### src/rtl/mdio_txn_ctrl_if.sv
// Host request/response port of mdio_txn_ctrl.
//   req_valid/req_ready : request handshake; a request is taken on valid & ready
//   req_write           : 1 = write, 0 = read
//   req_phy, req_reg    : clause-22 PHY and register address
//   req_wdata           : write data
//   resp_valid          : one-cycle response pulse
//   resp_rdata          : read data (0 for writes and timeouts), held between pulses
//   resp_timeout        : qualifies resp_valid; transaction was aborted
// master = host side, slave = controller side.
interface mdio_txn_ctrl_if;
  logic        req_valid;
  logic        req_ready;
  logic        req_write;
  logic [4:0]  req_phy;
  logic [4:0]  req_reg;
  logic [15:0] req_wdata;
  logic        resp_valid;
  logic [15:0] resp_rdata;
  logic        resp_timeout;

  modport master (
    output req_valid, req_write, req_phy, req_reg, req_wdata,
    input  req_ready, resp_valid, resp_rdata, resp_timeout
  );

  modport slave (
    input  req_valid, req_write, req_phy, req_reg, req_wdata,
    output req_ready, resp_valid, resp_rdata, resp_timeout
  );
endinterface

### src/rtl/mdio_txn_ctrl.sv
// MDIO transaction controller sitting directly upstream of an MDIO master core.
// Takes clause-22 read/write requests from the host port, issues them to the
// core one at a time, and returns a response. With no host request pending it
// periodically reads BMSR (reg 1) of poll_phy and reports link status.
//
// Ports:
//   clk, arst_n        : system clock, asynchronous active-low reset
//   host               : request/response port (mdio_txn_ctrl_if.slave)
//   poll_en, poll_phy  : autopoll enable and PHY address
//   poll_rdata         : last good BMSR value
//   link_up            : poll_rdata[2]
//   link_change        : one-cycle pulse when link_up changes
//   mdc                : MDC from the core (monitored only, synchronised)
//   core_start         : start to the core
//   core_conf          : {op[1:0], phy[4:0], reg[4:0]}, read 2'b10, write 2'b01
//   core_wdata         : write data to the core
//   core_done          : done from the core (mdc domain, synchronised)
//   core_rdata         : read data from the core, stable once done is high
module mdio_txn_ctrl #(
  parameter int unsigned POLL_CYCLES    = 1000000,
  parameter int unsigned TIMEOUT_CYCLES = 65535,
  parameter int unsigned SYNC_STAGES    = 2
) (
  input  logic                 clk,
  input  logic                 arst_n,
  mdio_txn_ctrl_if.slave       host,
  input  logic                 poll_en,
  input  logic [4:0]           poll_phy,
  output logic [15:0]          poll_rdata,
  output logic                 link_up,
  output logic                 link_change,
  input  logic                 mdc,
  output logic                 core_start,
  output logic [11:0]          core_conf,
  output logic [15:0]          core_wdata,
  input  logic                 core_done,
  input  logic [15:0]          core_rdata
);

  localparam int unsigned TMR_W = (POLL_CYCLES > 2) ? $clog2(POLL_CYCLES) : 1;
  localparam int unsigned TO_W  = $clog2(TIMEOUT_CYCLES);

  localparam logic [TMR_W-1:0] TMR_RELOAD = TMR_W'(POLL_CYCLES - 1);
  localparam logic [TO_W-1:0]  TO_LAST    = TO_W'(TIMEOUT_CYCLES - 1);

  localparam logic [1:0] OP_RD = 2'b10;
  localparam logic [1:0] OP_WR = 2'b01;
  localparam logic [4:0] BMSR  = 5'd1;

  typedef enum logic [2:0] {
    ST_IDLE,
    ST_ISSUE,
    ST_WAIT_ACK,
    ST_WAIT_DONE,
    ST_RESP
  } state_t;

  typedef enum logic {
    SRC_HOST,
    SRC_POLL
  } src_t;

  // ---------------------------------------------------------------------------
  // Synchronisers for the mdc-domain inputs
  // ---------------------------------------------------------------------------
  logic [SYNC_STAGES-1:0] mdc_sync_q;
  logic [SYNC_STAGES-1:0] done_sync_q;
  logic                   mdc_dly_q;
  logic                   mdc_s;
  logic                   done_s;
  logic                   mdc_fall;

  always_ff @(posedge clk or negedge arst_n) begin
    if (!arst_n) begin
      mdc_sync_q  <= '0;
      done_sync_q <= '0;
      mdc_dly_q   <= 1'b0;
    end else begin
      mdc_sync_q  <= {mdc_sync_q[SYNC_STAGES-2:0], mdc};
      done_sync_q <= {done_sync_q[SYNC_STAGES-2:0], core_done};
      mdc_dly_q   <= mdc_s;
    end
  end

  assign mdc_s    = mdc_sync_q[SYNC_STAGES-1];
  assign done_s   = done_sync_q[SYNC_STAGES-1];
  assign mdc_fall = mdc_dly_q & ~mdc_s;

  // ---------------------------------------------------------------------------
  // State
  // ---------------------------------------------------------------------------
  state_t            state_q, state_d;
  src_t              src_q, src_d;
  logic [TMR_W-1:0]  timer_q, timer_d;
  logic [TO_W-1:0]   to_cnt_q, to_cnt_d;
  logic              fall_seen_q, fall_seen_d;
  logic [11:0]       conf_q, conf_d;
  logic [15:0]       wdata_q, wdata_d;
  logic [15:0]       data_q, data_d;
  logic              to_flag_q, to_flag_d;
  logic [15:0]       resp_rdata_q, resp_rdata_d;
  logic              resp_timeout_q, resp_timeout_d;
  logic [15:0]       poll_rdata_q, poll_rdata_d;
  logic              link_change_q, link_change_d;

  logic              busy;
  logic              timed_out;
  logic              poll_due;
  logic              is_write;

  assign busy      = (state_q == ST_ISSUE) || (state_q == ST_WAIT_ACK) ||
                     (state_q == ST_WAIT_DONE);
  assign timed_out = busy && (to_cnt_q == TO_LAST);
  assign poll_due  = poll_en && (timer_q == '0);
  assign is_write  = (conf_q[11:10] == OP_WR);

  always_ff @(posedge clk or negedge arst_n) begin
    if (!arst_n) begin
      state_q        <= ST_IDLE;
      src_q          <= SRC_HOST;
      timer_q        <= TMR_RELOAD;
      to_cnt_q       <= '0;
      fall_seen_q    <= 1'b0;
      conf_q         <= '0;
      wdata_q        <= '0;
      data_q         <= '0;
      to_flag_q      <= 1'b0;
      resp_rdata_q   <= '0;
      resp_timeout_q <= 1'b0;
      poll_rdata_q   <= '0;
      link_change_q  <= 1'b0;
    end else begin
      state_q        <= state_d;
      src_q          <= src_d;
      timer_q        <= timer_d;
      to_cnt_q       <= to_cnt_d;
      fall_seen_q    <= fall_seen_d;
      conf_q         <= conf_d;
      wdata_q        <= wdata_d;
      data_q         <= data_d;
      to_flag_q      <= to_flag_d;
      resp_rdata_q   <= resp_rdata_d;
      resp_timeout_q <= resp_timeout_d;
      poll_rdata_q   <= poll_rdata_d;
      link_change_q  <= link_change_d;
    end
  end

  always_comb begin
    state_d        = state_q;
    src_d          = src_q;
    timer_d        = timer_q;
    to_cnt_d       = to_cnt_q;
    fall_seen_d    = fall_seen_q;
    conf_d         = conf_q;
    wdata_d        = wdata_q;
    data_d         = data_q;
    to_flag_d      = to_flag_q;
    resp_rdata_d   = resp_rdata_q;
    resp_timeout_d = resp_timeout_q;
    poll_rdata_d   = poll_rdata_q;
    link_change_d  = 1'b0;

    // Poll interval timer: counts only while idle, so a host transaction that
    // wins arbitration leaves an expired timer at 0 for the next idle cycle.
    if (!poll_en || ((state_q == ST_RESP) && (src_q == SRC_POLL))) begin
      timer_d = TMR_RELOAD;
    end else if ((state_q == ST_IDLE) && (timer_q != '0)) begin
      timer_d = timer_q - 1'b1;
    end

    if (busy) begin
      to_cnt_d = to_cnt_q + 1'b1;
    end

    case (state_q)
      ST_IDLE: begin
        if (host.req_valid) begin
          conf_d      = {host.req_write ? OP_WR : OP_RD, host.req_phy, host.req_reg};
          wdata_d     = host.req_wdata;
          src_d       = SRC_HOST;
          to_cnt_d    = '0;
          fall_seen_d = 1'b0;
          to_flag_d   = 1'b0;
          state_d     = ST_ISSUE;
        end else if (poll_due) begin
          conf_d      = {OP_RD, poll_phy, BMSR};
          wdata_d     = '0;
          src_d       = SRC_POLL;
          to_cnt_d    = '0;
          fall_seen_d = 1'b0;
          to_flag_d   = 1'b0;
          state_d     = ST_ISSUE;
        end
      end

      // Hold start across two MDC falling edges so the core sees it on a
      // clean negedge regardless of where start rose within the MDC period.
      ST_ISSUE: begin
        if (mdc_fall) begin
          if (fall_seen_q) begin
            state_d = ST_WAIT_ACK;
          end else begin
            fall_seen_d = 1'b1;
          end
        end
      end

      ST_WAIT_ACK: begin
        if (!done_s) begin
          state_d = ST_WAIT_DONE;
        end
      end

      ST_WAIT_DONE: begin
        if (done_s) begin
          data_d  = is_write ? '0 : core_rdata;
          state_d = ST_RESP;
        end
      end

      ST_RESP: begin
        state_d = ST_IDLE;
        if ((src_q == SRC_POLL) && !to_flag_q) begin
          poll_rdata_d  = data_q;
          link_change_d = data_q[2] ^ poll_rdata_q[2];
        end
      end

      default: state_d = ST_IDLE;
    endcase

    // Timeout overrides whatever the busy state decided this cycle.
    if (timed_out) begin
      data_d    = '0;
      to_flag_d = 1'b1;
      state_d   = ST_RESP;
    end

    // Host response registers load on the edge into RESP so that they are
    // already valid during the resp_valid cycle and hold afterwards.
    if ((state_d == ST_RESP) && (state_q != ST_RESP) && (src_q == SRC_HOST)) begin
      resp_rdata_d   = data_d;
      resp_timeout_d = to_flag_d;
    end
  end

  // ---------------------------------------------------------------------------
  // Outputs
  // ---------------------------------------------------------------------------
  assign host.req_ready    = (state_q == ST_IDLE);
  assign host.resp_valid   = (state_q == ST_RESP) && (src_q == SRC_HOST);
  assign host.resp_rdata   = resp_rdata_q;
  assign host.resp_timeout = resp_timeout_q;

  assign core_start  = (state_q == ST_ISSUE);
  assign core_conf   = conf_q;
  assign core_wdata  = wdata_q;

  assign poll_rdata  = poll_rdata_q;
  assign link_up     = poll_rdata_q[2];
  assign link_change = link_change_q;

endmodule

### src/flat_wrapper.sv
// flat-port wrapper written by rule: the top's interface ports become plain ports
module mdio_txn_ctrl_flat 
#(
  parameter int unsigned POLL_CYCLES    = 1000000,
  parameter int unsigned TIMEOUT_CYCLES = 65535,
  parameter int unsigned SYNC_STAGES    = 2
)
  (clk, arst_n, poll_en, poll_phy, poll_rdata, link_up, link_change, mdc, core_start, core_conf, core_wdata, core_done, core_rdata, host_req_valid, host_req_write, host_req_phy, host_req_reg, host_req_wdata, host_req_ready, host_resp_valid, host_resp_rdata, host_resp_timeout);
  mdio_txn_ctrl_if host_i ();
  input  logic clk;
  input  logic arst_n;
  input  logic poll_en;
  input  logic [4:0] poll_phy;
  output logic [15:0] poll_rdata;
  output logic link_up;
  output logic link_change;
  input  logic mdc;
  output logic core_start;
  output logic [11:0] core_conf;
  output logic [15:0] core_wdata;
  input  logic core_done;
  input  logic [15:0] core_rdata;
  input wire logic [$bits(host_i.req_valid)-1:0] host_req_valid;
  input wire logic [$bits(host_i.req_write)-1:0] host_req_write;
  input wire logic [$bits(host_i.req_phy)-1:0] host_req_phy;
  input wire logic [$bits(host_i.req_reg)-1:0] host_req_reg;
  input wire logic [$bits(host_i.req_wdata)-1:0] host_req_wdata;
  output wire logic [$bits(host_i.req_ready)-1:0] host_req_ready;
  output wire logic [$bits(host_i.resp_valid)-1:0] host_resp_valid;
  output wire logic [$bits(host_i.resp_rdata)-1:0] host_resp_rdata;
  output wire logic [$bits(host_i.resp_timeout)-1:0] host_resp_timeout;
  assign host_i.req_valid = host_req_valid;
  assign host_i.req_write = host_req_write;
  assign host_i.req_phy = host_req_phy;
  assign host_i.req_reg = host_req_reg;
  assign host_i.req_wdata = host_req_wdata;
  assign host_req_ready = host_i.req_ready;
  assign host_resp_valid = host_i.resp_valid;
  assign host_resp_rdata = host_i.resp_rdata;
  assign host_resp_timeout = host_i.resp_timeout;
  mdio_txn_ctrl #(.POLL_CYCLES(POLL_CYCLES), .TIMEOUT_CYCLES(TIMEOUT_CYCLES), .SYNC_STAGES(SYNC_STAGES)) u_core (.clk(clk), .arst_n(arst_n), .host(host_i), .poll_en(poll_en), .poll_phy(poll_phy), .poll_rdata(poll_rdata), .link_up(link_up), .link_change(link_change), .mdc(mdc), .core_start(core_start), .core_conf(core_conf), .core_wdata(core_wdata), .core_done(core_done), .core_rdata(core_rdata));
endmodule
### config.mk
export PLATFORM = sky130hd
export DESIGN_NAME = mdio_txn_ctrl_flat
export DESIGN_NICKNAME = d
export VERILOG_FILES = /design/src/rtl/mdio_txn_ctrl_if.sv /design/src/rtl/mdio_txn_ctrl.sv /design/src/flat_wrapper.sv
export SDC_FILE = /design/constraint.sdc
export NUM_CORES = 1
export LEC_CHECK = 0
export CAP_MARGIN = 25
export CORE_UTILIZATION = 54
export CTS_CLUSTER_SIZE = 24
export DETAILED_ROUTE_END_ITERATION = 16
export GPL_ROUTABILITY_DRIVEN = 0
export PLACE_DENSITY = 0.81
export SYNTH_ARGS = -nofsm -noshare
export SYNTH_HDL_FRONTEND = slang
export SYNTH_SLANG_ARGS = --single-unit
### constraint.sdc
create_clock -name clk -period 5.65 [get_ports clk]
set_input_delay 0.8475 -clock clk [delete_from_list [all_inputs] [get_ports clk]]
set_output_delay 0.8475 -clock clk [all_outputs]
set_load 0.05 [all_outputs]
======== Word level (Yosys, flattened, before mapping) ========
Cells that the tools add are included.
cells by class
  $add $sub $neg .......................... 2
  bitwise logic cells ..................... 4
  multiplexer cells ....................... 35
  reductions and logical operators ........ 22
  equality and inequality tests ........... 10
operators with widths
  cell                                                                      number
  16-bit two-way mux                                                        10
  20-bit two-way mux                                                        2
  12-bit two-way mux                                                        2
  3-bit two-way mux                                                         7
  20-bit logical NOT                                                        1
  20-bit nonzero test                                                       1
  20-bit by 1-bit subtractor with 20-bit output (second input constant)     1
  16-bit by 1-bit adder with 16-bit output (second input constant)          1
  16-bit == test (second input constant)                                    1
  3-bit case mux with 4 select lines                                        1
  1-bit two-way mux                                                         11
  1-bit logical AND                                                         8
  3-bit by 2-bit == test with 1-bit output (second input constant)          2
  3-bit == test (second input constant)                                     2
  2-bit nonzero test                                                        3
  2-bit AND reduction                                                       2
  3-bit by 1-bit == test with 1-bit output (second input constant)          1
  3-bit logical NOT                                                         1
  1-bit logical OR                                                          3
  3-bit by 2-bit inequality test with 1-bit output (second input constant)  1
  3-bit inequality test (second input constant)                             1
  3-bit AND reduction                                                       1
  2-bit by 1-bit == test with 1-bit output (second input constant)          1
  1-bit logical NOT                                                         2
  other kinds (6)                                                           7
storage, ports and cells
  register bits after elaboration ......... 125
  word-level logic and storage cells ...... 89
  input port bits ......................... 54

======== Depth between registers and ports, before layout ========
Gate-level depths: netlist of the first run.
  depth in word-level cells ............... 9
  gate-level depth with buffers ........... 10
  depth with buffers taken out ............ 7

======== Worst setup path before layout of the first run ========
No wires, ideal clock.
  kind .................................... reg2out
  from .................................... register u_core.state_q[2]
  to ...................................... output core_start
  path buffers ............................ 1
  setup slack ............................. 2.893 ns
  arrival time ............................ 1.910 ns
  data required time ...................... 4.803 ns
  stages on the path, launching flop included .. 3
  cells stage by stage .................... dfrtp_1 clkbuf_1 nor3b_1
on the way
  cells in the longest elaborated chain, start to end .. 1
RTL lines
  what                                      RTL line              text
  start, declared                           mdio_txn_ctrl.sv:92   state_t state_q, state_d;
  start signal, assigned                    mdio_txn_ctrl.sv:133  state_q <= state_d;
  3-bit by 1-bit == test with 1-bit output  mdio_txn_ctrl.sv:256  assign core_start = (state_q == ST_ISSUE);
  end, declared                             flat_wrapper.sv:18    output logic core_start;
No other way between the ends.

======== Worst setup path after layout of the first run ========
Ends and elaborated chain as after synthesis.

==> results of run 1 <==
==> worst max-delay path, stage by stage (launching register included) <==
cell and delay (ns):
dfrtp_1 0.50, nor3b_1 0.48, clkdlybuf4s50_1 0.92
==> synthesized netlist by cell type, types with 3 or more instances <==
| cell | count |
|---|---|
| buf_2 | 4 |
| mux2_2 | 16 |
| nor3_1 | 25 |
| o21ai_0 | 20 |
| and2_1 | 3 |
| a22oi_1 | 17 |
| xor2_1 | 16 |
| nand3_1 | 9 |
| o22ai_1 | 5 |
| a211oi_1 | 3 |
| clkbuf_1 | 21 |
| nor4_1 | 9 |
| o31ai_1 | 4 |
| or3_1 | 5 |
| and3_1 | 3 |
| dfstp_2 | 12 |
| a21oi_1 | 8 |
| nand4_1 | 6 |
| ha_1 | 4 |
| xnor2_1 | 16 |
| nor2_1 | 56 |
| a32o_1 | 16 |
| nor2b_1 | 3 |
| nand2_1 | 65 |
| inv_1 | 8 |
| dfrtp_1 | 113 |
| nand2b_1 | 3 |
==> flip-flops by register name, indices dropped and copies added (netlist names) <==
register                  flops
u_core.core_wdata            16
u_core.core_conf             12
u_core.to_cnt_q              16
u_core.host.resp_timeout      1
u_core.data_q                16
u_core.done_sync_q            2
u_core.host.resp_rdata       16
u_core.to_flag_q              1
u_core.timer_q               20
u_core.mdc_sync_q             2
u_core.fall_seen_q            1
u_core.link_change            1
u_core.poll_rdata            16
u_core.mdc_dly_q              1
u_core.src_q                  1
u_core.state_q                3
==> placed cells by master (no fill, tap or decap), types with 4 or more instances in the layout <==
cell type and count:
clkdlybuf4s50_1 118, dfrtp_1 113, nand2_1 65, nor2_1 56
nor3_1 25, o21ai_0 20, a22oi_1 17, xor2_1 16
xnor2_1 16, mux2_2 16, a32o_1 16, clkbuf_16 16
dfstp_2 12, nor4_1 9, nand3_1 9, inv_1 8
a21oi_1 7, buf_4 7, nand4_1 6, or3_1 5
o22ai_1 5, o31ai_1 4, ha_1 4, clkbuf_8 4
clkinvlp_4 4
==> per-stage QoR <==
stage          std cells  area [µm²]  setup slack (ns)  power [mW]  hold WS, ns
6_report             764        7250              2.38        3.83        0.360
5_1_grt              764        7250              2.28        4.01        0.360
4_1_cts              764        7250              2.40        3.85        0.357
3_5_place_dp         732        6690              2.59        2.80        0.336
3_3_place_gp         731        6670              2.70        2.74        0.335
2_1_floorplan        503        5420              2.89        2.28        0.331
==> final cells by class <==
type	count	area, µm²	area share, %
Inverter	8	30.0	0.414
Tap cell	133	166	2.29
Multi-Input combinational cell	340	2100	29.0
Timing Repair Buffer	126	1240	17.2
Sequential cell	125	3140	43.3
Clock inverter	11	109	1.50
Clock buffer	21	459	6.33
==> path summary, 6_finish.rpt <==
kind,startpoint,to,slack (ns)
worst max-delay path,u_core.state_q[2],core_start,2.38
worst min-delay path,u_core.done_sync_q[0],u_core.done_sync_q[1],0.36
worst max register to register,u_core.state_q[2],u_core.host.resp_rdata[0],2.87
worst min register to register,u_core.done_sync_q[0],u_core.done_sync_q[1],0.36
max in group asynchronous,arst_n,u_core.src_q,3.95
min in group asynchronous,arst_n,u_core.core_conf[4],0.42
==> power by group through the flow <==
| stage | Combinational (mW) | Sequential (mW) | Clock, mW |
|---|---|---|---|
| 6_report | 1.51 | 1.30 | 1.03 |
| 5_1_grt | 1.60 | 1.32 | 1.08 |
| 4_1_cts | 1.52 | 1.29 | 1.04 |
| 3_5_place_dp | 1.50 | 1.30 | 0 |
| 3_3_place_gp | 1.46 | 1.28 | 0 |
| 2_1_floorplan | 0.508 | 1.77 | 0 |
==> cell families after synthesis <==
family | count (synthesis) | share of synthesized area (%)
and+or+nand+nor | 202 | 18.0
DFF | 125 | 58.0
AOI/OAI and AO/OA | 86 | 11.3
buffers and inverters | 38 | 3.37
xor gates and xnor gates | 32 | 5.17
muxes | 16 | 3.32
adders and majority gates | 4 | 0.923
==> layer usage <==
layer	share of wire (%)	routed length (µm)	track usage, %
met1	42	5690	34.3
met5	0	0	0
met3	6.5	878	9.30
met2	50	6800	46.4
met4	1.0	140	9.78
==> metrics.md, run 1 <==
| Metric | Value |
|---|---|
| WP data required | `4.80 ns` |
| Setup TNS | `0 ns` |
| Chip Height | `102 µm` |
| Status | `complete, no violations` |
| Antenna violations before repair | `0` |
| HP Class | `reg2reg` |
| 1st-iter DRT viols | `217` |
| Leakage | `approximately 3 nW` |
| Worst hold path cell count | `0` |
| Gr ovfl total | `0` |
| Worst-skew pair later-pin latency | `0.52 ns` |
| I/O pins | `120` |
| DIE WIDTH | `102 µm` |
| Part of the Yosys area used for sequential elements | `about 58%` |
| Seq pwr share | `between 30% and 40%` |
| Drt wl/cell | `about 18 µm` |
| F_max | `slightly above 0.3 GHz` |
| Share of cells above drive strength 1 | `11.7%` |
| Number of max-cap violations | `0` |
| Post-DP HPWL | `8.69 mm` |
| Number of global-route vias before repair | `4563` |
| P_sw | `around 1.6 mW` |
| Syn Nets | `561` |
| Predominant post-synthesis flop cell | `dfrtp_1` |
| EDFF count, synth | `0` |
| First-pass GRT wire length | `between 20 and 25 mm` |
| Combinational fraction of design power | `between 30% and 40%` |
| Layout Utilization | `74.2%` |
| Internal cell power | `2.27 mW` |
| TritonRoute pass-1 iters | `5` |
| Slew Viols, Final | `0` |
| Drt drc | `0` |
| Tot GR Track Use | `roughly 28%` |
| Post-synth top area cell | `dfrtp_1` |
| Final-report hold violation count | `0` |
| Via count | `4366` |
| Clock power share | `26.8%` |
| Max Root-Sink Buffers | `2` |
| Core area | `9770 µm²` |
| Post-CTS resize count | `0` |
| Seq cells post-synth | `125` |
| Final period utilization | `57.9%` |
| R2R cell count | `6` |
| Largest net degree at the start of global routing | `between 60 and 70` |
| Average size of a mapped cell | `between 10 and 15 µm²` |
| Most area-consuming cells after synthesis | `dfrtp_1 52%, dfstp_2 5.8%, nand2_1 4.5%, nor2_1 3.9%, mux2_2 3.3%` |
| FFs w/ async S/R, synth | `100%` |
| Ant diodes | `0` |
| Cell Pwr Density | `529 nW/µm²` |
| CTS hold repair buffers | `0` |
| Sw Share | `40.8%` |
| Cell Rows | `36` |
| Max transition margin | `39.5%` |
| WS Path Type | `reg2out` |
| Area fraction of the dominant cell type after synthesis | `~52%` |
| Final ANT Viol Nets | `0` |
| Port-buffer cells | `~120` |
| RSZ-0062 raised after global routing | `no` |
| Clock Pin Slew Worst Setup and Hold Paths | `0.06 ns` |
| Synth unique cells | `52` |
| Area growth syn-to-layout | `33.8%` |
| Clock sinks | `roughly 130` |
| Critical Path Start Type | `flop` |
| Starting Density | `55.5%` |
| Postcts setup bufs | `0` |
| CTS buffer count | `17` |
| Fin crit period | `about 3.3 ns` |
| Synth warnings | `0` |
| Finish-stage setup viols | `0` |
| Clock Skews | `just over 0.008 ns` |
| Crit path DAT | `2.42 ns` |
| Total Die Area | `roughly 10000 µm²` |
| Root Buffer | `clkbuf_8` |
| H-tree depth | `4` |
| Worst slew pin tran | `0.903 ns` |
| Mapped Area | `5420 µm²` |
| Final WL | `13.5 mm` |
| Crit end category | `output pin` |
| Post-Syn Instances | `503` |
| Nets | `slightly below 700` |
| Filler instances | `around 660` |
| Via density | `5.71` |
| TritonCTS clock tree | `yes` |
| Peak VDD IR | `0.000421 V` |
| CP max FO | `13` |
No activity file was read; power rests on OpenSTA's default activity.
==> inputs of run 2 (changes only) <==
CORE_UTILIZATION = 51   (was 54)
PLACE_DENSITY = 0.77   (was 0.81)
clock period = 3.35 ns   (was 5.65 ns; I/O delays follow)
==> metrics.md, run 2 (synthesis gave the netlist of run 1 again) <==
| Metric | Value |
|---|---|
| Chip Height | `105 µm` |
| Critical Path Start Type | `flop` |
| Final-report hold violation count | `0` |
| Filler instances | `around 750` |
| F_max | `around 0.34 GHz` |
| Internal cell power | `between 3 and 4 mW` |
| Drt wl/cell | `around 17 µm` |
| R2R cell count | `6` |
| Sw Share | `40.6%` |
| Total power | `~6.4 mW` |
| Ant diodes | `0` |
| Fin crit period | `between 2 and 3 ns` |
| Tot GR Track Use | `25.8%` |
| Seq pwr share | `about a third` |
| DIE WIDTH | `105 µm` |
| TritonCTS clock tree | `yes` |
| Cell Rows | `37` |
| Worst hold path cell count | `0` |
| Worst slew pin tran | `just over 0.8 ns` |
| Share of cells above drive strength 1 | `12.4%` |
| Register with the most flip-flops | `u_core.timer_q` |
| Core area | `10300 µm²` |
| Max transition margin | `44.7%` |
| Post-DP HPWL | `8.67 mm` |
| WP data required | `2.85 ns` |
| Most frequent cells in the layout | `117 x clkdlybuf4s50_1, 113 x dfrtp_1, 65 x nand2_1, 56 x nor2_1, 25 x nor3_1` |
| Buf/Inv on CP | `1` |
| Area growth syn-to-layout | `34.4%` |
| Hold_sp | `u_core.mdc_sync_q[0]` |
| Status | `complete, no violations` |
| Worst-skew pair later-pin latency | `0.53 ns` |
| Non-Filler Instances | `771` |
| CP max stage cell | `clkdlybuf4s50_1` |
| Critical-path cell list | `nor3b_1 -> clkdlybuf4s50_1` |
| Final ANT Viol Nets | `0` |
| Final period utilization | `between 80% and 90%` |
| Max reg flops | `20` |
| Via density | `5.53` |
| Leakage | `3.11 nW` |
| Antenna violations before repair | `0` |
| Crit end category | `output pin` |
| Largest net degree at the start of global routing | `84` |
| Critical path depth in cells | `2` |
| Drt drc | `0` |
| Gr ovfl total | `0` |
| 1st-iter DRT viols | `240` |
| Final WL | `12.9 mm` |
| CTS buffer count | `17` |
| Worst setup margin | `0.434 ns` |
| Reg-to-reg startpoint | `u_core.timer_q[4]` |
| Setup TNS | `0 ns` |
| Nets | `680` |
| Clock sinks | `125` |
| Clock Skews | `around 0.0084 ns` |
| Post-CTS resize count | `0` |
| TritonRoute pass-1 iters | `5` |
| Peak VDD IR | `0.000647 V` |
| Crit-path max cell delay | `0.92 ns` |
| Crit path DAT | `2.41 ns` |
| WS Path Type | `reg2out` |
| Port-buffer cells | `119` |
| Combinational fraction of design power | `39.5%` |
| P_sw | `~2.6 mW` |
| I/O pins | `120` |
| Total Die Area | `11000 µm²` |
| HP Class | `reg2reg` |
| Number of global-route vias before repair | `approximately 4500` |
| Placed Instances | `around 740` |
| Clock power share | `between 20% and 30%` |
| Starting Density | `52.5%` |
| RSZ-0062 raised after global routing | `no` |
| Cell Pwr Density | `879 nW/µm²` |
| Fin area | `around 7300 µm²` |
| Critical path origin | `u_core.state_q[2]` |
| Number of max-cap violations | `0` |
| Via count | `4264` |
| CP max FO | `13` |
| Post-place setup slack | `0.667 ns` |
| DP Area | `6720 µm²` |
| First-pass GRT wire length | `22.1 mm` |
| Max Root-Sink Buffers | `2` |
| H-tree depth | `4` |
| Most common cell after layout, fill and taps aside | `clkdlybuf4s50_1` |
| CP top delay family | `buffers and inverters` |
| Finish-stage setup viols | `0` |
| Slew Viols, Final | `0` |
| Clock Pin Slew Worst Setup and Hold Paths | `0.06 ns` |
| Root Buffer | `clkbuf_8` |
## run 2: cell types whose count changed in the layout (fill, tap and decap cells not counted), sizes merged
cell / change
inv: -1
clkbuf: -2
clkinv: +2
clkinvlp: +1
dlygate4sd3: +1
buf: +4
clkdlybuf4s50: -1
## run 2: final timing paths
path                       slack [ns]                          to
setup / recovery                 0.43                  core_start
hold / removal                   0.35        u_core.mdc_sync_q[1]
setup reg to reg                 0.62         u_core.core_conf[5]
hold reg to reg                  0.35        u_core.mdc_sync_q[1]
max in group asynchronous        2.04  u_core.host.resp_rdata[13]
min in group asynchronous        0.50         u_core.core_conf[5]
## run 2: area by class of cell
class	instances	area (µm²)	share of cell area, %
clock inverters	13	118	1.61
clock buffers	19	442	6.06
flip-flops and latches	125	3140	43.1
repair buffers	130	1280	17.6
multi-input cells	340	2100	28.8
inverters	8	30.0	0.412
well taps	136	170	2.34
## run 2: repair_timing
| action | in CTS | in global routing |
|---|---|---|
| hold buffers | 1 | 0 |
| hold endpoints to repair | 30 | 0 |
| setup buffers | 0 | 0 |
## run 2: through the flow
stage,util [%],hold slack (ns)
final,70.6,0.349
after global routing,70.6,0.365
after CTS,70.6,0.353
after detailed placement,65.1,0.340
after global placement,65.1,0.334
after floorplan,-,0.207
## run 2: metal layers
layer	GRT usage [%]	routed length (µm)
met1	34.0	5720
met2	41.3	6360
met3	5.12	622
met4	11.8	229
met5	0	0
## run 2: power by group through the flow
stage          logic, mW  clock network [mW]  registers [mW]
6_report            2.53                1.69            2.19
5_1_grt             2.69                1.78            2.24
4_1_cts             2.55                1.72            2.18
3_5_place_dp        2.53                   0            2.19
3_3_place_gp        2.47                   0            2.18
2_1_floorplan      0.857                   0            2.99
==> inputs of run 3 (changes only) <==
ABC_CLOCK_PERIOD_IN_PS = 3350   (was unset)
TNS_END_PERCENT = 5   (was unset)
==> results of run 3 <==
Same layout as run 2: the final DEF is identical, and so are final timing and power.
